$ cat config.mk
export PLATFORM = sky130hd
export DESIGN_NAME = addsub_seq
export DESIGN_NICKNAME = d
export VERILOG_FILES = /design/src/rtl/addsub_pkg.sv /design/src/rtl/addsub_chunk.sv /design/src/rtl/addsub_seq.sv
export SDC_FILE = /design/constraint.sdc
export NUM_CORES = 1
export LEC_CHECK = 0
export ABC_AREA = 1
export BUFFER_PORTS_ARGS = -buffer_cell sky130_fd_sc_hd__clkbuf_2
export CORE_UTILIZATION = 30
export DETAILED_ROUTE_END_ITERATION = 12
export PLACE_DENSITY = 0.56
export SLEW_MARGIN = 20
export SYNTH_ARGS = -nofsm -noshare
export SYNTH_HDL_FRONTEND = slang
export SYNTH_SLANG_ARGS = --single-unit
$ cat constraint.sdc
create_clock -name clk -period 3.7 [get_ports clk]
set_input_delay 0.555 -clock clk [delete_from_list [all_inputs] [get_ports clk]]
set_output_delay 0.555 -clock clk [all_outputs]
set_load 0.01 [all_outputs]
$ cat src/rtl/addsub_pkg.sv
// Shared types and helpers for the sequential adder/subtractor.
package addsub_pkg;

    typedef enum logic [1:0] {
        ST_IDLE = 2'd0,
        ST_RUN  = 2'd1,
        ST_DONE = 2'd2
    } state_e;

    localparam logic MODE_ADD = 1'b0;
    localparam logic MODE_SUB = 1'b1;

    function automatic int num_slices(input int width, input int chunk);
        return width / chunk;
    endfunction

endpackage

$ cat src/rtl/addsub_chunk.sv
// Combinational CHUNK-bit adder slice with carry in/out.
module addsub_chunk #(
    parameter int CHUNK = 8
) (
    input  logic [CHUNK-1:0] a_i,
    input  logic [CHUNK-1:0] b_i,
    input  logic             cin_i,
    output logic [CHUNK-1:0] sum_o,
    output logic             cout_o
);

    assign {cout_o, sum_o} = {1'b0, a_i} + {1'b0, b_i} + {{CHUNK{1'b0}}, cin_i};

endmodule

$ cat src/rtl/addsub_seq.sv
// Multi-cycle adder/subtractor: one CHUNK-bit slice per clock, LSB first.
// state   | meaning
// IDLE    | waiting for start
// RUN     | processing slices, busy high
// DONE    | one-cycle done pulse, can accept a back-to-back start
module addsub_seq
    import addsub_pkg::*;
#(
    parameter int WIDTH = 32,
    parameter int CHUNK = 8
) (
    input  logic             clk,
    input  logic             rst,
    input  logic             start,
    input  logic             sub,
    input  logic [WIDTH-1:0] a,
    input  logic [WIDTH-1:0] b,
    output logic             busy,
    output logic             done,
    output logic [WIDTH-1:0] result,
    output logic             carry,
    output logic             overflow,
    output logic             zero
);

    localparam int N  = num_slices(WIDTH, CHUNK);
    localparam int CW = $clog2(N + 1);
    localparam logic [CW-1:0] LAST = CW'(N - 1);

    if (WIDTH % CHUNK != 0) begin : g_bad_width
        $error("addsub_seq: WIDTH must be a multiple of CHUNK");
    end

    state_e           state_q, state_d;
    logic [CW-1:0]    cnt_q, cnt_d;
    logic [WIDTH-1:0] a_q, a_d;
    logic [WIDTH-1:0] b_q, b_d;
    logic [WIDTH-1:0] part_q, part_d;
    logic             c_q, c_d;
    logic             a_msb_q, a_msb_d;
    logic             b_msb_q, b_msb_d;
    logic [WIDTH-1:0] result_q, result_d;
    logic             carry_q, carry_d;
    logic             ovf_q, ovf_d;
    logic             zero_q, zero_d;

    logic [CHUNK-1:0] slice_sum;
    logic             slice_cout;
    logic [WIDTH-1:0] part_next;

    addsub_chunk #(.CHUNK(CHUNK)) u_chunk (
        .a_i    (a_q[CHUNK-1:0]),
        .b_i    (b_q[CHUNK-1:0]),
        .cin_i  (c_q),
        .sum_o  (slice_sum),
        .cout_o (slice_cout)
    );

    // New slice enters at the MSB end so the word is aligned after N shifts.
    assign part_next = (part_q >> CHUNK) | (WIDTH'(slice_sum) << (WIDTH - CHUNK));

    always_comb begin
        state_d  = state_q;
        cnt_d    = cnt_q;
        a_d      = a_q;
        b_d      = b_q;
        part_d   = part_q;
        c_d      = c_q;
        a_msb_d  = a_msb_q;
        b_msb_d  = b_msb_q;
        result_d = result_q;
        carry_d  = carry_q;
        ovf_d    = ovf_q;
        zero_d   = zero_q;
        case (state_q)
            ST_IDLE, ST_DONE: begin
                if (state_q == ST_DONE) begin
                    state_d = ST_IDLE;
                end
                if (start) begin
                    state_d = ST_RUN;
                    a_d     = a;
                    b_d     = b ^ {WIDTH{sub}};
                    c_d     = sub;
                    cnt_d   = '0;
                    a_msb_d = a[WIDTH-1];
                    b_msb_d = b[WIDTH-1] ^ sub;
                end
            end
            ST_RUN: begin
                a_d    = a_q >> CHUNK;
                b_d    = b_q >> CHUNK;
                c_d    = slice_cout;
                part_d = part_next;
                cnt_d  = cnt_q + CW'(1);
                if (cnt_q == LAST) begin
                    state_d  = ST_DONE;
                    result_d = part_next;
                    carry_d  = slice_cout;
                    ovf_d    = (a_msb_q == b_msb_q) && (part_next[WIDTH-1] != a_msb_q);
                    zero_d   = (part_next == '0);
                end
            end
            default: state_d = ST_IDLE;
        endcase
    end

    always_ff @(posedge clk) begin
        if (rst) begin
            state_q  <= ST_IDLE;
            cnt_q    <= '0;
            a_q      <= '0;
            b_q      <= '0;
            part_q   <= '0;
            c_q      <= 1'b0;
            a_msb_q  <= 1'b0;
            b_msb_q  <= 1'b0;
            result_q <= '0;
            carry_q  <= 1'b0;
            ovf_q    <= 1'b0;
            zero_q   <= 1'b0;
        end else begin
            state_q  <= state_d;
            cnt_q    <= cnt_d;
            a_q      <= a_d;
            b_q      <= b_d;
            part_q   <= part_d;
            c_q      <= c_d;
            a_msb_q  <= a_msb_d;
            b_msb_q  <= b_msb_d;
            result_q <= result_d;
            carry_q  <= carry_d;
            ovf_q    <= ovf_d;
            zero_q   <= zero_d;
        end
    end

    assign busy     = (state_q == ST_RUN);
    assign done     = (state_q == ST_DONE);
    assign result   = result_q;
    assign carry    = carry_q;
    assign overflow = ovf_q;
    assign zero     = zero_q;

endmodule

==> results of run 1 <==
==> flip-flops by register name, indices dropped and copies added (netlist names) <==
name	flops
a_msb_q	1
a_q	32
b_msb_q	1
b_q	32
c_q	1
carry	1
cnt_q	3
overflow	1
part_q	24
result	32
state_q	2
zero	1
==> final cells by class <==
class	count	area, µm²	area share
inverter	92	347	0.0504
clock buffer	24	482	0.0700
tap	234	293	0.0426
sequential	131	2620	0.381
timing repair buffer	111	573	0.0833
multi-input combinational	482	2510	0.365
clock inverter	6	55.1	0.00800
==> critical path, delay by kind of cell (launching register included) <==
kind,cells,cell delay (ps)
and+or+nand+nor,4,510
AOI/OAI and AO/OA,1,130
DFF,1,370
buffers and inverters,3,1250
==> per-layer routing <==
layer	part of all wire	track usage	wire, µm
met5	0	0	0
met4	0.013	0.0607	178
met3	0.039	0.0338	552
met2	0.44	0.234	6270
met1	0.50	0.210	7140
==> worst min-delay path by stage <==
stage,depth (start not counted),end
finish,3,a_q[30]
global route,3,a_q[29]
CTS,3,a_q[30]
detailed placement,2,a_q[30]
global placement,2,b_q[26]
floorplan,1,cnt_q[0]
==> power by group <==
| part | total [mW] | switching (mW) | internal (mW) |
|---|---|---|---|
| clock | 1.54 | 0.576 | 0.962 |
| combinational | 0.428 | 0.270 | 0.158 |
| sequential | 1.54 | 0.0444 | 1.49 |
==> cells in the mapped netlist (all sizes together) <==
| master | n | area, µm² |
|---|---|---|
| a31oi | 24 | 150 |
| nor3 | 1 | 5.00 |
| o211ai | 16 | 120 |
| a22o | 1 | 8.76 |
| xor2 | 7 | 61.3 |
| nand2 | 213 | 810 |
| o221ai | 15 | 131 |
| ha | 9 | 113 |
| dfxtp | 131 | 2620 |
| clkbuf | 23 | 87.6 |
| buf | 25 | 149 |
| o21ai | 51 | 255 |
| a211oi | 3 | 32.5 |
| o22ai | 2 | 12.5 |
| clkinv | 2 | 7.51 |
| inv | 90 | 338 |
| nor2 | 29 | 116 |
| nand3b | 3 | 22.5 |
| nand3 | 17 | 85.1 |
| xnor2 | 25 | 219 |
| nand4 | 5 | 31.3 |
| fa | 2 | 40.0 |
| a21oi | 59 | 295 |
==> logic make-up after synthesis <==
group,after synthesis,share of synthesized area
AOI/OAI and AO/OA,171,0.176
DFF,131,0.459
buffers and inverters,140,0.102
xor gates and xnor gates,32,0.0491
adders and majority gates,11,0.0267
and+or+nand+nor,268,0.187
==> per-stage QoR <==
step | hold slack, ps | setup WS [ps]
2_1_floorplan | 429 | 1990
3_3_place_gp | 449 | 1270
3_5_place_dp | 454 | 1210
4_1_cts | 347 | 1330
5_1_grt | 361 | 1050
6_report | 363 | 1380
==> cell usage in the layout (no fill, tap or decap), types with 2 or more instances in the layout <==
master and n:
dfxtp_1 131, o221ai_1 15, clkinv_2 6, inv_2 3
clkbuf_2 104, nand2_1 211, o21ai_0 51, nand4_1 5
o211ai_1 16, nand3_1 17, nor2_1 28, xor2_1 7
nand3b_1 3, a211oi_2 2, o22ai_1 2, clkbuf_8 3
ha_1 9, xnor2_1 25, clkbuf_1 4, clkbuf_16 17
a31oi_1 24, a21oi_1 59, buf_4 7, inv_1 87
fa_1 2
==> flow_summary_export.csv, run 1 <==
group,metric,value,unit
placed_design,dpl.cell_count,1050,
worst_setup_path,worstReg2RegEnd,"b_q[18]",
sta,hold_viol,0,
cells_and_area,antenna_cells,0,
run_status,outcome,"complete, no violations",
sta,max_freq,0.431,GHz
grt,grt_pass1_wl,23600,µm
routing,dr.pass1.iters,5,
routing,dr_total_vias,4995,
cells_and_area,area.growth.synth_to_final,20.4,%
floorplanning,rows,50,
cts,ctsResizeCount,0,
logic_synthesis,netlist_area,5710,µm²
worst_setup_path,cp.arrival,2690,ps
placed_design,gp_congestion,0.777,
floorplanning,initial_core_util,0.305,
cts,cts_setup_buffers,0,
cts,clock_latency,420,ps
worst_setup_path,ff2ff_setup_slack,1380,ps
placed_design,dpl.hpwl,9780,µm
cts,cts_buffers,17,
sta,min_period,2320,ps
sta,fin_crit_sh,0.628,
logic_synthesis,synth.avg_cell_area,7.59,µm²
routing,wl_per_cell,13.1,µm
cells_and_area,final_net_count,914,
worst_setup_path,r2r_cells,8,
worst_setup_path,path_cells,"nor2_4, inv_2, nand2_4, inv_2, nand2_1, o211ai_1, nand2_1, inv_1",
cts,h-tree-depth,4,
worst_setup_path,slowest_stage,"inv_2",
floorplanning,boundaryPins,105,
logic_synthesis,ys_ff_latch,131,
worst_setup_path,required,4070,ps
cells_and_area,drive_gt1_frac,0.173,
hold_path,hp-start,"a[30]",
power_and_ir_drop,finalPower,3.50,mW
routing,via_per_inst,4.63,
power_and_ir_drop,ir_worst_vdd,0.337,mV
worst_setup_path,cp-startpoint,"state_q[1]",
sta,drv_slew,0,
job,cap_violations,0,
logic_synthesis,synthCells,753,
routing,wl,14100,µm
worst_setup_path,critical_path.endpoint,"b_q[18]",
worst_setup_path,critPathMaxStageDelay,750,ps
sta,slew_headroom,0.332,
worst_setup_path,startpoint_type,"register",
sta,setup-violations-final,0,
cts,cts_tree,"built",
power_and_ir_drop,leakagePower,3.09,nW
logic_synthesis,synth_nets,832,
worst_setup_path,cp-end-kind,"register",
grt,grt_pass1_vias,4677,
cts,cts.sinks,131,
floorplanning,die-height,140,µm
sta,fin_worst_skew,10.0,ps
logic_synthesis,yosys.cell_types.count,32,
sta,rsz0062_at_grt,"no",
hold_path,holdCritPathClass,"input port to register",
cts,postCtsHoldBufs,0,
floorplanning,dieArea,19600,µm²
routing,route.detailed.drc,0,
worst_setup_path,critPathMaxFanout,56,
placed_design,post_dp_cell_area,6340,µm²
cells_and_area,n_fill_cell,2001,
cells_and_area,stdcell_count,1080,
routing,drtIter0Drc,231,
cts,clockBufferDepth,2,
routing,drt.antenna.violating_nets,0,
power_and_ir_drop,p_per_area,509,nW/µm²
sta,finalSetupTns,0,ps
floorplanning,core,18700,µm²
cts,ctsRootBufferMaster,"clkbuf_16",
cts,cts.clk_slew.worst_paths,50,ps
worst_setup_path,crit_type,"register to register",
logic_synthesis,ys_warn_count,0,
floorplanning,die_w,140,µm
grt,antenna_found_initial,0,
logic_synthesis,ys_seq_area_frac,0.459,
grt,grt.total_usage,0.154,
cells_and_area,fin_util,0.368,
worst_setup_path,r2r-start,"state_q[1]",
cells_and_area,final_area,6880,µm²
grt,grt_overflow,0,
sta,worst_slew_pin_slew,1000,ps
placed_design,io_buffers,104,
grt,grt_max_degree,70,
No activity file was read; power rests on OpenSTA's default activity.
==> inputs of run 2 (changes only) <==
- ABC_AREA: 1 -> 0
- PLACE_DENSITY: 0.56 -> 0.58
- clock period: 3.7 -> 2 ns (I/O delays scaled with it)
==> run 2 against run 1 <==
  * Sequential power grew 83%
  * Non-clock buffer count grew 27
  * Critical path type unchanged
  * Utilization grew 3.4 points
  * Critical endpoint is now overflow
  * Synthesized area shrank 5.8%
  * Setup slack lost 1700 ps
  * The run now ends with negative setup slack left
==> flow_summary_export.csv, run 2 <==
group,metric,value,unit
logic_synthesis,ys_ff_latch,131,
cts,clockBufferDepth,2,
logic_synthesis,synth.avg_cell_area,8.38,µm²
grt,grt_pass1_vias,4373,
sta,setup_ws,-295,ps
worst_setup_path,ff2ff_setup_slack,-300,ps
grt,grt.total_usage,0.161,
routing,wl,14100,µm
floorplanning,initial_core_util,0.309,
cells_and_area,final_net_count,827,
cts,cts_buffers,17,
cells_and_area,final_common_cell,"nand2_1",
placed_design,io_buffers,104,
job,cap_violations,0,
logic_synthesis,synth_edf_count,0,
power_and_ir_drop,ir_worst_vdd,0.665,mV
sta,hold_ws,134,ps
floorplanning,boundaryPins,105,
cts,cts.sinks,131,
logic_synthesis,synth_nets,721,
cells_and_area,area.growth.synth_to_final,29.9,%
routing,dr.pass1.iters,4,
floorplanning,core,17400,µm²
worst_setup_path,startpoint_type,"register",
logic_synthesis,synthFlopType,"dfxtp_1",
logic_synthesis,ys_seq_area_frac,0.487,
routing,drtIter0Drc,305,
cells_and_area,drive_gt1_frac,0.255,
cts,h-tree-depth,4,
routing,dr_total_vias,4757,
placed_design,dpl.hpwl,9700,µm
grt,grt-busiest-layer,"met2",
cells_and_area,fin_util,0.401,
sta,setup-violations-final,8,
sta,slew_headroom,0.573,
logic_synthesis,synthCells,642,
cts,cts_tree,"built",
power_and_ir_drop,p_per_area,943,nW/µm²
worst_setup_path,cp-end-kind,"register",
routing,drt.antenna.violating_nets,0,
worst_setup_path,crit_type,"register to register",
floorplanning,rows,48,
cts,ctsRootBufferMaster,"clkbuf_16",
logic_synthesis,post-synth-top-count-cell,"nand2_1",
sta,fin_crit_sh,1.15,
grt,grt_overflow,0,
sta,finalSetupTns,-875,ps
worst_setup_path,r2r-start,"c_q",
logic_synthesis,synth-async-reset-ratio,0,
placed_design,gp_congestion,0.771,
sta,worst_slew_pin_slew,640,ps
floorplanning,die-height,136,µm
grt,grt_max_degree,56,
routing,wl_per_cell,14.3,µm
sta,fin_worst_skew,6.00,ps
cts,clock_latency,430,ps
cells_and_area,n_fill_cell,1826,
grt,use_met3,0.0511,
hold_path,hp-start,"a[26]",
power_and_ir_drop,finalPower,6.59,mW
power_and_ir_drop,leakagePower,2.78,nW
sta,hold_viol,0,
logic_synthesis,synth_top_cell_by_area,"dfxtp_1",
logic_synthesis,yosysTopAreaCellShare,0.487,
worst_setup_path,cp.arrival,2630,ps
worst_setup_path,critPathMaxFanout,2,
floorplanning,die_w,136,µm
routing,route.detailed.drc,0,
cells_and_area,antenna_cells,0,
sta,min_period,2300,ps
worst_setup_path,required,2330,ps
sta,rsz0062_at_grt,"yes",
run_status,violations,"negative setup slack",
run_status,outcome,"complete, but fails checks",
cells_and_area,layout.cells.most_common_list,"152 x nand2_1, 128 x dfxtp_1, 104 x a21oi_1",
logic_synthesis,synth_area_leaders,"dfxtp_1 49%, nand2_1 11%, a21oi_1 10%, a22oi_1 8.9%, xor2_1 5.5%",
logic_synthesis,yosys.cell_types.count,36,
grt,grt_pass1_wl,22700,µm
floorplanning,dieArea,18500,µm²
routing,via_per_inst,4.83,
hold_path,holdCritPathClass,"input port to register",
grt,use_met1,0.210,
grt,antenna_found_initial,0,
cells_and_area,stdcell_count,985,
placed_design,dpl.cell_count,950,
sta,drv_slew,0,
grt,met2_usage,0.245,
sta,max_freq,0.436,GHz
logic_synthesis,ys_warn_count,0,
logic_synthesis,netlist_area,5380,µm²
cts,cts.clk_slew.worst_paths,50,ps
worst_setup_path,cp-startpoint,"c_q",
logic_synthesis,synth_common_cells,"152 x nand2_1, 131 x dfxtp_1, 107 x a21oi_1, 64 x a22oi_1, 46 x clkbuf_1",
run 2: changes by cell type in the layout (fill, tap and decap cells not counted), sizes merged, moves of 24 or more:
| cell | change |
|---|---|
| inv | -86 |
| a22oi | +64 |
| nand2 | -61 |
| a31oi | -24 |
| xor2 | +27 |
| buf | +28 |
| a21oi | +48 |
| o21ai | -46 |
run 2: path summary, 6_finish.rpt:
| kind | end | cells past startpoint |
|---|---|---|
| setup / recovery | overflow | 7 |
| hold reg to reg | result[11] | 2 |
| hold / removal | a_q[26] | 3 |
| setup reg to reg | overflow | 7 |
run 2: layout make-up:
cell class / count / area [µm²] / share of cell area
multi-input cells: 455 / 2680 / 0.383
flip-flops and latches: 131 / 2630 / 0.376
well taps: 225 / 282 / 0.0403
clock buffers: 27 / 523 / 0.0748
clock inverters: 4 / 45.0 / 0.00644
inverters: 5 / 20.0 / 0.00286
repair buffers: 138 / 816 / 0.117
run 2: logic make-up after synthesis:
| group | Yosys count | share of synthesized area |
|---|---|---|
| AND/OR/NAND/NOR | 216 | 0.164 |
| AO/OA/AOI/OAI | 192 | 0.223 |
| XOR/XNOR | 36 | 0.0586 |
| buffers and inverters | 56 | 0.0391 |
| adder cells (fa/ha/maj) | 11 | 0.0284 |
| flip-flops | 131 | 0.487 |
run 2: routing by layer:
layer  up-vias  routed length [µm]
met1      2189                6870
li1       2422                   -
met2       129                6240
met3        17                 810
met4         0                 210
met5         -                   0
run 2: through the flow:
step / setup slack [ps] / instance area [µm²]
2_1_floorplan: -194 / 5390
3_3_place_gp: -283 / 6280
3_5_place_dp: -302 / 6280
4_1_cts: -286 / 6930
5_1_grt: -372 / 6990
6_report: -295 / 6990
run 2: power breakdown:
| group | leakage, nW | total [mW] | internal, mW | switching (mW) |
|---|---|---|---|---|
| registers | 1.07 | 2.82 | 2.73 | 0.0818 |
| logic | 1.42 | 0.792 | 0.338 | 0.453 |
| clock network | 0.283 | 2.98 | 1.89 | 1.09 |
run 2: repair_timing:
action	CTS	global route
pin swaps	12	8
setup buffers	6	0
cloned	0	0
gates resized for setup	15	13
hold buffers	0	0
endpoints found under the setup margin	7	13
run 2: worst max-delay path, cell delays in order (launching register included):
cell	delay, ps
dfxtp_2	330
fa_2	410
a211oi_4	240
o21bai_2	110
a2111oi_4	340
nor3b_2	100
or4_1	420
a311oi_2	260
